File: src/rtl/aram_pkg.sv
// rtl/aram_pkg.sv - shared owner/state types and request-vector indices for the ARAM arbiter
// Purpose : common definitions imported by aram_prio_sel and aram_arbiter.
// Contents: owner_e (bus owner code, also the OWNER output encoding),
//           state_e (transaction FSM), REQ_* bit positions in the request vector.
package aram_pkg;

   typedef enum logic [1:0] {
      OWN_NONE = 2'b00,
      OWN_SMP  = 2'b01,
      OWN_DSP  = 2'b10,
      OWN_HOST = 2'b11
   } owner_e;

   typedef enum logic [1:0] {
      ST_IDLE  = 2'b00,
      ST_ISSUE = 2'b01,
      ST_DONE  = 2'b10
   } state_e;

   localparam int REQ_SMP  = 0;
   localparam int REQ_DSP  = 1;
   localparam int REQ_HOST = 2;

endpackage

File: src/rtl/aram_prio_sel.sv
// rtl/aram_prio_sel.sv - fixed-priority winner select with host starvation override
// Purpose : picks the next ARAM owner from the request vector.
// Ports   : req_i[2:0]  request vector indexed by REQ_SMP/REQ_DSP/REQ_HOST
//           starve_i    host has waited long enough to outrank the SMP
//           winner_o    owner code of the winner (OWN_NONE when no request)
module aram_prio_sel
   import aram_pkg::*;
(
   input  logic [2:0] req_i,
   input  logic       starve_i,
   output logic [1:0] winner_o
);

   // DSP always wins; a starved host only jumps ahead of the SMP.
   always_comb begin
      winner_o = OWN_NONE;
      if (req_i[REQ_DSP]) begin
         winner_o = OWN_DSP;
      end else if (req_i[REQ_HOST] && starve_i) begin
         winner_o = OWN_HOST;
      end else if (req_i[REQ_SMP]) begin
         winner_o = OWN_SMP;
      end else if (req_i[REQ_HOST]) begin
         winner_o = OWN_HOST;
      end
   end

endmodule

File: src/rtl/aram_arbiter.sv
// rtl/aram_arbiter.sv - three-way arbiter sharing the single-port audio RAM
// Purpose : serialises SMP, DSP and host accesses onto the variable-latency
//           ARAM controller, one access in flight behind a req/ack handshake.
// Macro   : ARAM_HOST_PORT_EN - host port joins arbitration and starvation
//           guard is built; without it host inputs are ignored, HOST_ACK/HOST_DI read 0.
// Ports   : CLK, RST_N (async, active low)
//           SMP_/DSP_/HOST_ REQ, A, DO, WE_N in; DI, ACK out (ACK = 1-cycle pulse)
//           MEM_REQ, MEM_A, MEM_DO, MEM_WE_N out; MEM_DI, MEM_ACK in
//           BUSY (transaction in flight), OWNER (00 none, 01 SMP, 10 DSP, 11 host)
module aram_arbiter
   import aram_pkg::*;
#(
   parameter int ADDR_W      = 16,
   parameter int HOST_STARVE = 8
) (
   input  logic              CLK,
   input  logic              RST_N,
   input  logic              SMP_REQ,
   input  logic [ADDR_W-1:0] SMP_A,
   input  logic [7:0]        SMP_DO,
   input  logic              SMP_WE_N,
   output logic [7:0]        SMP_DI,
   output logic              SMP_ACK,
   input  logic              DSP_REQ,
   input  logic [ADDR_W-1:0] DSP_A,
   input  logic [7:0]        DSP_DO,
   input  logic              DSP_WE_N,
   output logic [7:0]        DSP_DI,
   output logic              DSP_ACK,
   input  logic              HOST_REQ,
   input  logic [ADDR_W-1:0] HOST_A,
   input  logic [7:0]        HOST_DO,
   input  logic              HOST_WE_N,
   output logic [7:0]        HOST_DI,
   output logic              HOST_ACK,
   output logic              MEM_REQ,
   output logic [ADDR_W-1:0] MEM_A,
   output logic [7:0]        MEM_DO,
   output logic              MEM_WE_N,
   input  logic [7:0]        MEM_DI,
   input  logic              MEM_ACK,
   output logic              BUSY,
   output logic [1:0]        OWNER
);

   localparam int CNT_W = $clog2(HOST_STARVE + 1);

   state_e            state_q, state_d;
   owner_e            owner_q, owner_d;
   logic [ADDR_W-1:0] a_q, a_d;
   logic [7:0]        do_q, do_d;
   logic              we_n_q, we_n_d;
   logic [7:0]        smp_di_q, smp_di_d;
   logic [7:0]        dsp_di_q, dsp_di_d;
   logic [2:0]        req_vec;
   logic              starve;
   logic [1:0]        winner_raw;
   owner_e            winner;

`ifdef ARAM_HOST_PORT_EN
   logic [CNT_W-1:0]  starve_q, starve_d;
   logic [7:0]        host_di_q, host_di_d;

   assign req_vec = {HOST_REQ, DSP_REQ, SMP_REQ};
   assign starve  = (starve_q == CNT_W'(HOST_STARVE));
`else
   logic              unused_host;

   assign req_vec     = {1'b0, DSP_REQ, SMP_REQ};
   assign starve      = 1'b0;
   assign unused_host = ^{HOST_REQ, HOST_A, HOST_DO, HOST_WE_N, CNT_W'(HOST_STARVE)};
`endif

   aram_prio_sel u_prio (
      .req_i    (req_vec),
      .starve_i (starve),
      .winner_o (winner_raw)
   );

   assign winner = owner_e'(winner_raw);

   always_comb begin
      state_d  = state_q;
      owner_d  = owner_q;
      a_d      = a_q;
      do_d     = do_q;
      we_n_d   = we_n_q;
      smp_di_d = smp_di_q;
      dsp_di_d = dsp_di_q;
`ifdef ARAM_HOST_PORT_EN
      host_di_d = host_di_q;
`endif
      case (state_q)
         ST_IDLE: begin
            if (winner != OWN_NONE) begin
               owner_d = winner;
               state_d = ST_ISSUE;
               case (winner)
                  OWN_DSP: begin
                     a_d = DSP_A; do_d = DSP_DO; we_n_d = DSP_WE_N;
                  end
`ifdef ARAM_HOST_PORT_EN
                  OWN_HOST: begin
                     a_d = HOST_A; do_d = HOST_DO; we_n_d = HOST_WE_N;
                  end
`endif
                  default: begin
                     a_d = SMP_A; do_d = SMP_DO; we_n_d = SMP_WE_N;
                  end
               endcase
            end
         end
         ST_ISSUE: begin
            if (MEM_ACK) begin
               state_d = ST_DONE;
               // Only reads touch a DI register, and only the owner's.
               if (we_n_q) begin
                  case (owner_q)
                     OWN_SMP:  smp_di_d = MEM_DI;
                     OWN_DSP:  dsp_di_d = MEM_DI;
`ifdef ARAM_HOST_PORT_EN
                     OWN_HOST: host_di_d = MEM_DI;
`endif
                     default: ;
                  endcase
               end
            end
         end
         ST_DONE: begin
            state_d = ST_IDLE;
            owner_d = OWN_NONE;
         end
         default: begin
            state_d = ST_IDLE;
            owner_d = OWN_NONE;
         end
      endcase
   end

   always_ff @(posedge CLK or negedge RST_N) begin
      if (!RST_N) begin
         state_q  <= ST_IDLE;
         owner_q  <= OWN_NONE;
         a_q      <= '0;
         do_q     <= '0;
         we_n_q   <= 1'b1;
         smp_di_q <= '0;
         dsp_di_q <= '0;
      end else begin
         state_q  <= state_d;
         owner_q  <= owner_d;
         a_q      <= a_d;
         do_q     <= do_d;
         we_n_q   <= we_n_d;
         smp_di_q <= smp_di_d;
         dsp_di_q <= dsp_di_d;
      end
   end

`ifdef ARAM_HOST_PORT_EN
   // Counts non-host grants while the host waits; any host grant or a
   // withdrawn host request restarts the count.
   always_comb begin
      starve_d = starve_q;
      if (!HOST_REQ) begin
         starve_d = '0;
      end else if (state_q == ST_IDLE && winner == OWN_HOST) begin
         starve_d = '0;
      end else if (state_q == ST_IDLE && winner != OWN_NONE && !starve) begin
         starve_d = starve_q + CNT_W'(1);
      end
   end

   always_ff @(posedge CLK or negedge RST_N) begin
      if (!RST_N) begin
         starve_q  <= '0;
         host_di_q <= '0;
      end else begin
         starve_q  <= starve_d;
         host_di_q <= host_di_d;
      end
   end

   assign HOST_DI  = host_di_q;
   assign HOST_ACK = (state_q == ST_DONE) && (owner_q == OWN_HOST);
`else
   assign HOST_DI  = 8'h00;
   assign HOST_ACK = 1'b0;
`endif

   assign MEM_REQ  = (state_q == ST_ISSUE);
   assign MEM_A    = a_q;
   assign MEM_DO   = do_q;
   assign MEM_WE_N = we_n_q;
   assign SMP_DI   = smp_di_q;
   assign DSP_DI   = dsp_di_q;
   assign SMP_ACK  = (state_q == ST_DONE) && (owner_q == OWN_SMP);
   assign DSP_ACK  = (state_q == ST_DONE) && (owner_q == OWN_DSP);
   assign BUSY     = (state_q != ST_IDLE);
   assign OWNER    = owner_q;

endmodule

File: config.mk
export PLATFORM = sky130hd
export DESIGN_NAME = aram_arbiter
export DESIGN_NICKNAME = d
export VERILOG_FILES = /design/src/rtl/aram_pkg.sv /design/src/rtl/aram_prio_sel.sv /design/src/rtl/aram_arbiter.sv
export SDC_FILE = /design/constraint.sdc
export NUM_CORES = 1
export LEC_CHECK = 0
export CAP_MARGIN = 20
export CORE_MARGIN = 3
export CORE_UTILIZATION = 25
export CTS_CLUSTER_DIAMETER = 150
export DETAILED_ROUTE_END_ITERATION = 12
export GPL_TIMING_DRIVEN = 0
export PLACE_DENSITY = 0.62
export SYNTH_ARGS = -nofsm -noshare
export SYNTH_HDL_FRONTEND = slang
export SYNTH_HIERARCHICAL = 1
export SYNTH_SLANG_ARGS = --single-unit
export TNS_END_PERCENT = 1
File: constraint.sdc
create_clock -name CLK -period 1.95 [get_ports CLK]
set_input_delay 0.39 -clock CLK [delete_from_list [all_inputs] [get_ports CLK]]
set_output_delay 0.39 -clock CLK [all_outputs]
set_load 0.03 [all_outputs]
==> flow_summary.json <==
{
  "synth_seq_cells": 45,
  "stdcell_count": 389,
  "cts_max_path_buffers": 2,
  "fp-row-count": 34,
  "final_util_pct": 41.9,
  "track_usage_pct": 9.99,
  "grt_overflow": 0,
  "synth_warnings": 6,
  "synth_cell_type_count": 23,
  "io_buffers": 109,
  "drc": 0,
  "cp_data_arrival_time_ps": 2050,
  "grt_pass1_wl_um": 8050,
  "crit_top_cell": "mux2_4",
  "dp_hpwl_um": 4220,
  "power_density_mw_per_mm2": 1500,
  "crit_fanout": 10,
  "drive_gt1_share_pct": 34.5,
  "peakVddDrop_v": 0.000524,
  "cp-start-kind": "input port",
  "worstSetupPathType": "input port to register",
  "grt_max_degree": 29,
  "rsz0062_at_grt": "false",
  "dieArea_mm2": 0.0106,
  "netlist.area_leader.share_pct": 47.1,
  "endpoint_kind": "register",
  "path_clk_slew_ps": 90,
  "drt_iter0_markers": 15,
  "io_pins": 145,
  "setup_tns_ps": 0,
  "cts_hold_buf": 0,
  "cts_htree_levels": 2,
  "cap_violations": 0,
  "status": "completed",
  "antenna_found_initial": 0,
  "cts.sinks": 45,
  "cp.required_ps": 2140,
  "pre_cts_slack_ps": -287,
  "yosys.area.top_type": "dfrtp_1",
  "numCtsBuffers": 5,
  "path_buf_inv": 3,
  "clk_latency_ps": 300,
  "syn_inst": 152,
  "r2r-end": "SMP_DI[3]$_DFFE_PN0P_",
  "clock.fmax_mhz": 537,
  "cp_cell_sequence": "clkdlybuf4s50_1 > a21o_1 > nor2b_4 > buf_6 > buf_12 > mux2_4 > mux2_4",
  "p_leak_nw": 1.68,
  "ff2ff_setup_slack_ps": 270,
  "drt_pass1_iterations": 2,
  "core_area_mm2": 0.00889,
  "finalCriticalPeriod_ps": 1860,
  "wl_per_cell_um": 13.9,
  "syn-cell-area_mm2": 0.00234,
  "post-route-period-util_pct": 95.5,
  "final_nets": 369,
  "hold_violations": 0,
  "syn2layout_area_growth_pct": 59.2,
  "avgSynthCellArea_um2": 15.4,
  "r2r.worst_path.cells": 3,
  "cts_resized": 4,
  "slowest_delay_ps": 500,
  "synth_area_leaders": "dfrtp_1, mux2_4, mux2_2",
  "start_util_pct": 26.3,
  "ant_nets": 0,
  "post_cts_buffers": 0,
  "setup_viol": 0,
  "finalWirelength_um": 5390,
  "die_h_um": 103,
  "rr_startpoint": "MEM_WE_N$_DFFE_PN1P_",
  "slowest_stage": "clkdlybuf4s50_1",
  "hold_path.class": "input port to async pin",
  "fp.dieW_um": 103,
  "holdWs_ps": 28.7,
  "layout_setup_ws_ps": 88.6,
  "via_per_inst": 4.13,
  "vias": 1606,
  "grt_pass1_vias": 1583,
  "slew_viol_final": 0,
  "place_congestion": 0.705,
  "antennaDiodeCount": 0,
  "synth_seq_area_share_pct": 48.2,
  "cts_root_buffer": "clkbuf_8",
  "tritoncts": "built",
  "place_inst": 381,
  "fin_skew_ps": 6.42,
  "critPathTopFamily": "buffers and inverters"
}
## worst reg2reg max path: stages (launching register included)
cell	delay (ps)
dfstp_2	560
nand4b_1	180
nor2_2	430
mux2_2	400
## worst max-delay path by stage
stage	start	to	slack [ps]	depth (start not counted)
final	DSP_REQ	MEM_A[8]$_DFFE_PN0P_	90	7
after global routing	state_q[0]$_DFFE_PN0P_	SMP_ACK	6	3
after CTS	MEM_WE_N$_DFFE_PN1P_	MEM_WE_N	6	1
after detailed placement	SMP_REQ	MEM_A[11]$_DFFE_PN0P_	-290	8
after global placement	RST_N	MEM_DO[3]$_DFFE_PN0P_	-870	1
after floorplan	SMP_REQ	MEM_A[10]$_DFFE_PN0P_	340	7
## per-layer routing
| metal | vias to the layer above | global-route usage [%] | wire [um] |
|---|---|---|---|
| met1 | 750 | 12.7 | 2260 |
| li1 | 764 | - | - |
| met2 | 85 | 15.6 | 2450 |
| met4 | 0 | 3.03 | 53 |
| met5 | - | 0 | 0 |
| met3 | 7 | 4.06 | 631 |
## report_power, final
part | internal, W | total (W) | switching, W
registers | 0.00140 | 0.00167 | 0.000266
logic | 0.00165 | 0.00326 | 0.00161
clock network | 0.000321 | 0.000642 | 0.000321
total | 0.00337 | 0.00557 | 0.00220
## metrics by stage
stage,power [W],area [um^2]
after floorplan,0.00370,2380
after global placement,0.00497,3610
after detailed placement,0.00502,3620
after CTS,0.00567,3720
after global routing,0.00588,3720
final,0.00557,3720
## area by class of cell
type / count / area (um^2)
clock buffer: 7 / 96.3
clock inverter: 1 / 5.00
multi-input combinational: 102 / 1110
fill: 830 / 5170
buffer: 14 / 141
sequential: 45 / 1130
inverter: 2 / 7.51
timing repair buffer: 110 / 1100
tap: 108 / 135
## cells in the mapped netlist
master     number
a21o_1          2
nor2b_1         1
mux2_2         26
a21oi_1         1
or2b_1          1
and2_1          1
nor2b_4         1
mux2_4         40
a2bb2oi_1       1
nand2b_1        4
nor2_1          6
buf_4           9
or2_4           1
dfrtp_1        44
nor2_2          2
o21ai_0         1
inv_1           2
nor2_8          1
buf_12          2
conb_1          1
dfstp_2         1
nand4b_1        1
buf_6           3
## state kept, by name, summed over array words and instances (netlist names)
signal,count
OWNER,2
SMP_DI,8
DSP_DI,8
state_q,2
MEM_DO,8
MEM_WE_N,1
MEM_A,16
## kinds of logic after synthesis
family          Yosys count  share of synthesized area [%]
compound gates            5                           1.44
flops                    45                           48.2
buf+inv                  16                           6.37
other cells               1                          0.160
simple gates             19                           5.62
mux                      66                           38.2
## layout by cell type (no fill, tap or decap)
cell,netlist,final
mux2_4,40,40
nand4b_1,1,1
dfrtp_1,44,44
a21o_1,2,2
inv_1,2,2
mux2_2,26,26
buf_4,9,9
buf_6,3,3
dlymetal6s2s_1,0,1
or2b_1,1,1
o21ai_0,1,1
buf_12,2,3
or2_4,1,1
dlygate4sd2_1,0,4
and2_1,1,1
clkbuf_8,0,7
nor2b_4,1,1
clkinv_2,0,1
nor2_1,6,5
nor2b_1,1,1
dfstp_2,1,1
a21oi_1,1,1
buf_2,0,1
nor2_2,2,3
nor2_8,1,1
a2bb2oi_1,1,1
conb_1,1,12
nand2b_1,4,4
clkdlybuf4s50_1,0,103
Note: power is estimated with default switching activity, not from simulation.
